$ cat config.mk
export PLATFORM = sky130hd
export DESIGN_NAME = rst_tag_codec
export DESIGN_NICKNAME = d
export VERILOG_FILES = /design/src/rtl/rst_tag_codec.sv
export SDC_FILE = /design/constraint.sdc
export NUM_CORES = 1
export LEC_CHECK = 0
export CORE_ASPECT_RATIO = 0.6
export CORE_UTILIZATION = 38
export DETAILED_ROUTE_END_ITERATION = 8
export PLACE_DENSITY_LB_ADDON = 0.12
export SYNTH_ARGS = -nofsm -noshare
export SYNTH_HDL_FRONTEND = slang
export SYNTH_SLANG_ARGS = --single-unit
$ cat constraint.sdc
create_clock -name clock -period 2.1 [get_ports clock]
set_input_delay 0.525 -clock clock [delete_from_list [all_inputs] [get_ports clock]]
set_output_delay 0.525 -clock clock [all_outputs]
set_load 0.03 [all_outputs]
$ cat src/rtl/rst_tag_codec.sv
// Registered RST address codec: 5-to-32 one-hot write decode and 32-to-5 priority clear encode.
// Optional multi-hit flag built only when RST_CODEC_MULTIHIT_EN is defined.
module rst_tag_codec (
  input  logic        clock,
  input  logic        reset,
  input  logic [4:0]  Waddr_rst,
  input  logic        Wen_rst,
  output logic [31:0] Wen0_rst,
  input  logic [31:0] wen1_rst,
  output logic [4:0]  Addr,
  output logic        Clear_en,
  output logic        Multi_hit
);

  logic [31:0] w_wen0_next;
  logic [4:0]  w_addr_next;
  logic        w_clear_next;

  logic [31:0] r_wen0;
  logic [4:0]  r_addr;
  logic        r_clear_en;

  assign w_wen0_next  = Wen_rst ? (32'h1 << Waddr_rst) : 32'h0;
  assign w_clear_next = |wen1_rst;

  // Scan from the top down so the lowest set bit is the last one written and wins.
  always_comb begin
    // NOTE: default first so every path assigns w_addr_next; otherwise a latch is inferred.
    w_addr_next = 5'd0;
    for (int k = 31; k >= 0; k--) begin
      if (wen1_rst[k]) w_addr_next = k[4:0];
    end
  end

  always_ff @(posedge clock) begin
    // NOTE: non-blocking assignments for state so all registers sample pre-edge values together.
    if (reset) begin
      r_wen0     <= 32'h0;
      r_addr     <= 5'd0;
      r_clear_en <= 1'b0;
    end else begin
      r_wen0     <= w_wen0_next;
      r_addr     <= w_addr_next;
      r_clear_en <= w_clear_next;
    end
  end

  assign Wen0_rst = r_wen0;
  assign Addr     = r_addr;
  assign Clear_en = r_clear_en;

`ifdef RST_CODEC_MULTIHIT_EN
  // Clearing the lowest set bit leaves something only when two or more bits were set.
  logic w_multi_next;
  logic r_multi_hit;

  assign w_multi_next = |(wen1_rst & (wen1_rst - 32'd1));

  always_ff @(posedge clock) begin
    if (reset) r_multi_hit <= 1'b0;
    else       r_multi_hit <= w_multi_next;
  end

  assign Multi_hit = r_multi_hit;
`else
  assign Multi_hit = 1'b0;
`endif

endmodule

==> results of run 1 <==
==> logic make-up (layout without fill, tap and decap cells) <==
kind of cell / count (synthesis) / in the layout / share of synthesized area
AO/OA/AOI/OAI: 21 / 21 / 0.105
buffers and inverters: 9 / 100 / 0.0266
flip-flops: 38 / 38 / 0.540
other: 1 / 1 / 0.00266
AND/OR/NAND/NOR: 97 / 97 / 0.326
==> layout make-up <==
| cell class | count | share of cell area |
|---|---|---|
| Timing Repair Buffer | 87 | 0.354 |
| Sequential cell | 38 | 0.318 |
| Multi-Input combinational cell | 119 | 0.258 |
| Clock buffer | 7 | 0.0361 |
| Tap cell | 45 | 0.0236 |
| Inverter | 5 | 0.00786 |
| Clock inverter | 1 | 0.00210 |
==> flip-flops by register name (all words and copies together), names as in the netlist <==
register  count
Wen0_rst     32
Clear_en      1
Addr          5
==> through the flow <==
step | power (uW) | worst slack (ns) | TNS [ns] | util
CTS | 1430 | 0.0472 | 0 | 0.700
global route | 1480 | 0.00511 | 0 | 0.702
global placement | 940 | -0.195 | -0.195 | 0.674
detailed placement | 941 | -0.255 | -0.255 | 0.674
floorplan | 812 | 0.286 | 0 | -
finish | 1420 | 0.0488 | 0 | 0.702
==> power by group through the flow <==
| stage | registers, uW | clock network [uW] | logic (uW) |
|---|---|---|---|
| 6_report | 729 | 493 | 196 |
| 3_5_place_dp | 745 | 0 | 195 |
| 4_1_cts | 729 | 504 | 196 |
| 3_3_place_gp | 745 | 0 | 194 |
| 5_1_grt | 729 | 540 | 214 |
| 2_1_floorplan | 759 | 0 | 52.8 |
==> metal layers <==
metal | GRT usage | wire [um] | vias to the layer above
met2 | 0.270 | 1370 | 50
met1 | 0.332 | 2040 | 609
li1 | - | - | 748
met3 | 0.0617 | 276 | 3
met5 | 0 | 0 | -
met4 | 0.0446 | 10 | 0
==> what timing repair did <==
action / in CTS / in global routing
hold buffers: 0 / 0
setup endpoints to repair: 0 / 1
buffers inserted: 0 / 0
gates resized for setup: 0 / 1
==> Yosys cell counts (2+ instances only) <==
cell type / count
sky130_fd_sc_hd__clkbuf_1: 3
sky130_fd_sc_hd__nand2_1: 11
sky130_fd_sc_hd__a211oi_1: 2
sky130_fd_sc_hd__nand2b_1: 5
sky130_fd_sc_hd__or3_1: 4
sky130_fd_sc_hd__dfxtp_1: 38
sky130_fd_sc_hd__nor4_1: 9
sky130_fd_sc_hd__nand3_1: 5
sky130_fd_sc_hd__a221oi_1: 2
sky130_fd_sc_hd__inv_1: 5
sky130_fd_sc_hd__nor2_1: 48
sky130_fd_sc_hd__nor2b_1: 5
sky130_fd_sc_hd__o21ai_0: 5
sky130_fd_sc_hd__nor3_1: 3
sky130_fd_sc_hd__nor3b_1: 2
sky130_fd_sc_hd__a21oi_1: 4
==> how the worst min path moves through the flow <==
| stage | start | to | slack, ns | depth (start not counted) |
|---|---|---|---|---|
| final | reset | Clear_en | 0.93 | 2 |
| after floorplan | reset | Clear_en | 0.60 | 1 |
| after CTS | reset | Clear_en | 0.93 | 2 |
| after global placement | reset | Clear_en | 1.22 | 2 |
| after global routing | reset | Clear_en | 0.95 | 2 |
| after detailed placement | reset | Clear_en | 1.22 | 2 |
==> metrics, run 1 <==
number of enable-type register cells in the synthesized netlist=0; I/O pin total=79; DIE HEIGHT=about 49 um; count of final hold-check violations=0; Slowest cell on crit path=sky130_fd_sc_hd__or4_1; net count of the finished layout=between 200 and 300; Placed Cells=294; Pre-antenna DRT Iters=5; Final Wtd Congestion=just over 0.8; biggest area consumer among synthesized cells=sky130_fd_sc_hd__dfxtp_1; CTS Root Cell=sky130_fd_sc_hd__clkbuf_8; internal power component=1100 uW; fill cell instance count of the final layout=around 300; pin count of the biggest net entering global routing=12; post-route fraction of the period consumed by the critical path=0.977; overall routed net length=3.70 mm; proportion of total power due to net switching=0.225; final routed wire length divided by cell count=about 12 um; overall via count from detail_route=between 1k and 1.5k; critical path required time=approximately 2.3 ns; final-report max-slew violation count=0; total number of cells along the worst setup path=5; worst path buffer plus inverter count=1; CORE AREA=between 3000 and 4000 um2; Syn Inst Count=about 170; synthesis-to-layout area growth=69.5%; count of unique library cells instantiated by Yosys=31; Critical Path Fanout Max=2; # clock sinks=38; Leakage=a little under 0.0009 uW; overall die area=3960 um2; total of buffers placed on input and output ports=between 70 and 80; proportion of netlist area held by the largest area contributor=0.540; Final Cell Area=roughly 2400 um2; H-tree depth=2; average cell area after synthesis=~8.5 um2; CTS tree=yes; Die X-Extent=80.6 um; maximum resistive drop on vdd=0.509 mV; Clk pwr share=0.347; post-synthesis instance area=around 1400 um2; launching element of the worst setup path=wen1_rst[25]; Cell Chain, Critical Path=clkdlybuf4s50_1 -> or4_1 -> o211a_1 -> or3_4 -> a211oi_2; Net Count, Synth=206; power density over the cells=594 nW/um2; area used by multi-input combinational logic=between 600 and 700 um2; max frequency=approximately 490 MHz; leading cell types in the layout, fill and taps excluded=sky130_fd_sc_hd__clkdlybuf4s50_1, sky130_fd_sc_hd__nor2_1, sky130_fd_sc_hd__dfxtp_1; routed via count divided by cell count=between 4 and 5; Worst EP arrival=between 2 and 2.5 ns; Worst setup SP type=primary input; HPWL reported at the end of detailed placement=around 3.1 mm; area used by sequential logic in the layout=761 um2; initial antenna violation count=0; total net switching power=between 300 and 400 uW; buffer depth of the longest clock path=2; register share of total power=0.514; time the final worst path needs with I/O delays and setup=2.05 ns; unrepaired setup endpoints after global routing=no; path class of the lowest-slack min-delay path=in2reg; number of diodes added for antenna fixing=0; clock slew at reported path FFs=0.07 ns; First DRT Iteration DRCs=63; most common cell after layout, fill and taps aside=sky130_fd_sc_hd__clkdlybuf4s50_1; number of buffers created by CTS=5; result of the run=completed; Std-Cell Rows=16; count of warnings emitted by yosys=0; share of async-settable or async-resettable flops after synthesis=0; worst setup path endpoint=Addr[2]; cell types with the largest area share after synthesis=sky130_fd_sc_hd__dfxtp_1, sky130_fd_sc_hd__nor2_1, sky130_fd_sc_hd__nor4_1; non-filler cells in the finished layout=slightly above 300; longest individual stage delay on the worst path=between 0.5 and 0.6 ns; Crit path max-delay family=simple AND/OR/NAND/NOR gates; element type at the critical path end=flip-flop; Hold Worst Slack=roughly 0.93 ns; Final Setup Violations=0; Primary FF master, synth=sky130_fd_sc_hd__dfxtp_1; vias in the first global route=~1.3k; logic gate share of total power=0.138; part of the Yosys area used for sequential elements=0.540; GRT Residual Overflow=0; DRC Markers=0; global-route wire length before repair=slightly above 6 mm; max-cap violation count=0; antenna-violating nets left=0; Overall Global Routing Usage=0.209; Starting Density=0.414; placed cell areas=2290 um2; Setup Crit Path Kind=in2reg; fraction of final layout cells sized beyond drive strength 1=0.0817; synthesized flop and latch total=38
Power figures use the tool's default switching activity.
==> run 2, diff against run 1 <==
--- a/config.mk
+++ b/config.mk
@@ -9,4 +9,5 @@
 export CORE_UTILIZATION = 38
 export DETAILED_ROUTE_END_ITERATION = 8
+export MAX_ROUTING_LAYER = met4
 export PLACE_DENSITY_LB_ADDON = 0.12
 export SYNTH_ARGS = -nofsm -noshare
==> constraint.sdc (replaced) <==
create_clock -name clock -period 2.1 [get_ports clock]
set_input_delay 0.525 -clock clock [delete_from_list [all_inputs] [get_ports clock]]
set_output_delay 0.525 -clock clock [all_outputs]
set_load 0.05 [all_outputs]
==> metrics, run 2 (synthesized netlist as in run 1, its figures left out) <==
result of the run=completed; HPWL reported at the end of detailed placement=roughly 3.1 mm; total of buffers placed on input and output ports=between 70 and 80; GRT Residual Overflow=0; final routed wire length divided by cell count=approximately 12 um; routed via count divided by cell count=4.67; Crit path max-delay family=simple AND/OR/NAND/NOR gates; element type at the critical path end=flip-flop; synthesis-to-layout area growth=69.5%; Setup TNS=0 ns; worst slew slack as a fraction of its limit=0.651; max frequency=between 400 and 500 MHz; number of diodes added for antenna fixing=0; Final Wtd Congestion=0.817; most common cell after layout, fill and taps aside=sky130_fd_sc_hd__clkdlybuf4s50_1; Hold Worst Slack=0.932 ns; Setup Crit Path Kind=in2reg; I/O pin total=79; clock slew at reported path FFs=~0.07 ns; H-tree depth=2; overall via count from detail_route=between 1k and 1.5k; Final Setup Violations=0; power density over the cells=598 nW/um2; Starting Density=0.414; buffer depth of the longest clock path=2; Critical Path Fanout Max=2; antenna-violating nets left=0; Worst setup SP type=primary input; placed cell areas=approximately 2300 um2; overall die area=around 4000 um2; post-route fraction of the period consumed by the critical path=0.977; CTS tree=yes; overall routed net length=~3.7 mm; worst path buffer plus inverter count=1; Overall Global Routing Usage=0.215; # hold bufs at CTS=0; Leakage=roughly 0.00088 uW; global-route layer with the greatest usage=met1; First DRT Iteration DRCs=63; critical path required time=approximately 2.3 ns; CORE AREA=approximately 3400 um2; M2 GR Usage=0.270; vias in the first global route=1328; fraction of final layout cells sized beyond drive strength 1=0.0817; global-route wire length before repair=6.11 mm; DIE HEIGHT=between 40 and 50 um; M3 GR Usage=0.0579; path class of the lowest-slack min-delay path=in2reg; unrepaired setup endpoints after global routing=no; longest individual stage delay on the worst path=around 0.53 ns; count of final hold-check violations=0; Die X-Extent=approximately 81 um; fill cell instance count of the final layout=about 300; Worst EP arrival=2.26 ns; Final Cell Area=roughly 2400 um2; # clock sinks=38; final worst setup slack=0.0488 ns; flip-flop count of the largest register, all copies and words added=32; Cell Chain, Critical Path=clkdlybuf4s50_1 -> or4_1 -> o211a_1 -> or3_4 -> a211oi_2; number of buffers created by CTS=5; DRC Markers=0; net count of the finished layout=approximately 300; max-cap violation count=0; final-report max-slew violation count=0; initial antenna violation count=0; Std-Cell Rows=16; Pre-antenna DRT Iters=5; maximum resistive drop on vdd=0.516 mV; met1 Resource Use GR=0.334; Setup Slack @ Placement=-0.255 ns; Slowest cell on crit path=sky130_fd_sc_hd__or4_1; pin count of the biggest net entering global routing=12; leading cell types in the layout, fill and taps excluded=sky130_fd_sc_hd__clkdlybuf4s50_1, sky130_fd_sc_hd__nor2_1, sky130_fd_sc_hd__dfxtp_1; worst-margin pin slew=roughly 0.52 ns; CTS Root Cell=sky130_fd_sc_hd__clkbuf_8; time the final worst path needs with I/O delays and setup=just over 2 ns
## run 2: worst paths after layout
path	end	start	slack (ns)	cells after the start
worst max-delay path	Addr[2]	wen1_rst[25]	0.05	5
worst min-delay path	Clear_en	reset	0.93	2
## run 2: layer usage
metal / share of wire / wire length, um
met1: 0.55 / 2050
met2: 0.37 / 1370
met3: 0.071 / 263
met4: 0.0027 / 10
met5: 0 / 0
## run 2: layout make-up
cell class	instances	area [um2]	share of cell area
Tap cell	45	56.3	0.0236
Timing Repair Buffer	87	846	0.354
Multi-Input combinational cell	119	616	0.258
Clock inverter	1	5.00	0.00210
Sequential cell	38	761	0.318
Clock buffer	7	86.3	0.0361
Inverter	5	18.8	0.00786
## run 2: where the power goes
part | total (uW) | internal, uW | switching (uW)
Combinational | 208 | 107 | 100
Sequential | 729 | 727 | 1.70
Clock | 493 | 264 | 228
## run 2: through the flow
stage / instances / util / total power, uW
after floorplan: 166 / - / 824
after global placement: 294 / 0.674 / 951
after detailed placement: 294 / 0.674 / 952
after CTS: 302 / 0.700 / 1440
after global routing: 302 / 0.702 / 1500
final: 302 / 0.702 / 1430
## run 2: timing repair
item                                    in CTS  in global routing
resized for setup                            0                  1
endpoints found under the hold margin        0                  0
endpoints found under the setup margin       0                  1
setup buffers                                0                  0
==> run 3, diff against run 2 <==
Settings changed: PLACE_DENSITY from default to 0.8, PLACE_DENSITY_LB_ADDON 0.12 to default.
==> metrics, run 3 (synthesized netlist as in run 1, its figures left out) <==
worst slew slack as a fraction of its limit=0.652; flip-flop count of the largest register, all copies and words added=32; Critical Path Fanout Max=2; Pre-antenna DRT Iters=4; logic gate share of total power=0.149; worst-margin pin slew=0.521 ns; internal power component=~1100 uW; Overall Global Routing Usage=0.229; global-route wire length before repair=roughly 6.5 mm; result of the run=completed; count of final hold-check violations=0; path class of the lowest-slack min-delay path=in2reg; proportion of total power due to net switching=0.232; area used by multi-input combinational logic=611 um2; Slowest cell on crit path=sky130_fd_sc_hd__or4_1; HPWL reported at the end of detailed placement=approximately 3.2 mm; Die X-Extent=approximately 81 um; buffer count from post-CTS setup fixing=0; unrepaired setup endpoints after global routing=no; maximum resistive drop on vdd=around 0.45 mV; max-cap violation count=0; power density over the cells=around 600 nW/um2; DIE HEIGHT=~49 um; GRT Residual Overflow=0; antenna-violating nets left=0; DRC Markers=0; # hold bufs at CTS=0; Final Setup Violations=0; First DRT Iteration DRCs=95; time the final worst path needs with I/O delays and setup=approximately 2 ns; number of diodes added for antenna fixing=0; register share of total power=0.509; clock slew at reported path FFs=0.06 ns; Crit path max-delay family=simple AND/OR/NAND/NOR gates; overall routed net length=~4 mm; max frequency=496 MHz; Setup Crit Path Kind=in2reg; area used by sequential logic in the layout=roughly 760 um2; element type at the critical path end=flip-flop; number of buffers created by CTS=5; fill cell instance count of the final layout=between 200 and 300; Worst EP arrival=between 2 and 2.5 ns; Worst setup SP type=primary input; longest individual stage delay on the worst path=between 0.5 and 0.6 ns; synthesis-to-layout area growth=69.7%; fraction of final layout cells sized beyond drive strength 1=0.0814; CTS Root Cell=sky130_fd_sc_hd__clkbuf_8; Starting Density=0.414; leading cell types in the layout, fill and taps excluded=sky130_fd_sc_hd__clkdlybuf4s50_1, sky130_fd_sc_hd__nor2_1, sky130_fd_sc_hd__dfxtp_1; Placed Cells=295; net count of the finished layout=~300; overall via count from detail_route=1469; buffer depth of the longest clock path=2; post-route fraction of the period consumed by the critical path=0.959; CTS tree=yes; H-tree depth=2; Std-Cell Rows=16; Hold Worst Slack=around 0.97 ns; Clk pwr share=0.343; pin count of the biggest net entering global routing=12; routed via count divided by cell count=a little under 5; Leakage=~0.00089 uW; worst path buffer plus inverter count=1; total of buffers placed on input and output ports=77; Cell Chain, Critical Path=clkdlybuf4s50_1 -> or4_1 -> o211a_1 -> or3_1 -> a211oi_2; total net switching power=333 uW; CORE AREA=about 3400 um2; Final Wtd Congestion=0.827; overall die area=approximately 4000 um2; most common cell after layout, fill and taps aside=sky130_fd_sc_hd__clkdlybuf4s50_1; I/O pin total=79; final routed wire length divided by cell count=around 13 um; # clock sinks=38; non-filler cells in the finished layout=slightly above 300; count of cells resized by post-cts repair=0; critical path required time=2.30 ns; vias in the first global route=1337; final-report max-slew violation count=0; initial antenna violation count=0
==> run 3: layout make-up <==
cell class                      count  share of cell area
Clock buffer                        7              0.0361
Clock inverter                      1             0.00209
Inverter                            5             0.00785
Multi-Input combinational cell    119               0.255
Sequential cell                    38               0.318
Tap cell                           45              0.0235
Timing Repair Buffer               88               0.357
==> run 3: path summary, 6_finish.rpt <==
kind,from,endpoint,cells after the start
max,wen1_rst[25],Addr[2],5
min,wen1_rst[2],Addr[2],3
==> run 3: layer usage <==
metal  routed length [um]  vias up  track usage
met5                    0        -            -
met4                   34        0       0.0536
met3                  418        5       0.0561
met2                 1520       67        0.287
met1                 2060      648        0.358
li1                     -      749            -
==> run 3: through the flow <==
step	worst slack, ns	setup TNS, ns	instance area [um2]	utilization	power [uW]
3_3_place_gp	-0.174	-0.174	2300	0.676	954
5_1_grt	0.0625	0	2390	0.703	1510
4_1_cts	0.0819	0	2390	0.703	1440
6_report	0.0852	0	2390	0.703	1430
3_5_place_dp	-0.208	-0.208	2300	0.676	956
2_1_floorplan	0.286	0	1410	-	824
==> run 3: power by group through the flow <==
stage / Clock [uW] / Combinational, uW / Sequential, uW
finish: 491 / 213 / 729
floorplan: 0 / 54.3 / 769
global placement: 0 / 209 / 745
global route: 551 / 229 / 729
detailed placement: 0 / 211 / 745
CTS: 501 / 212 / 729
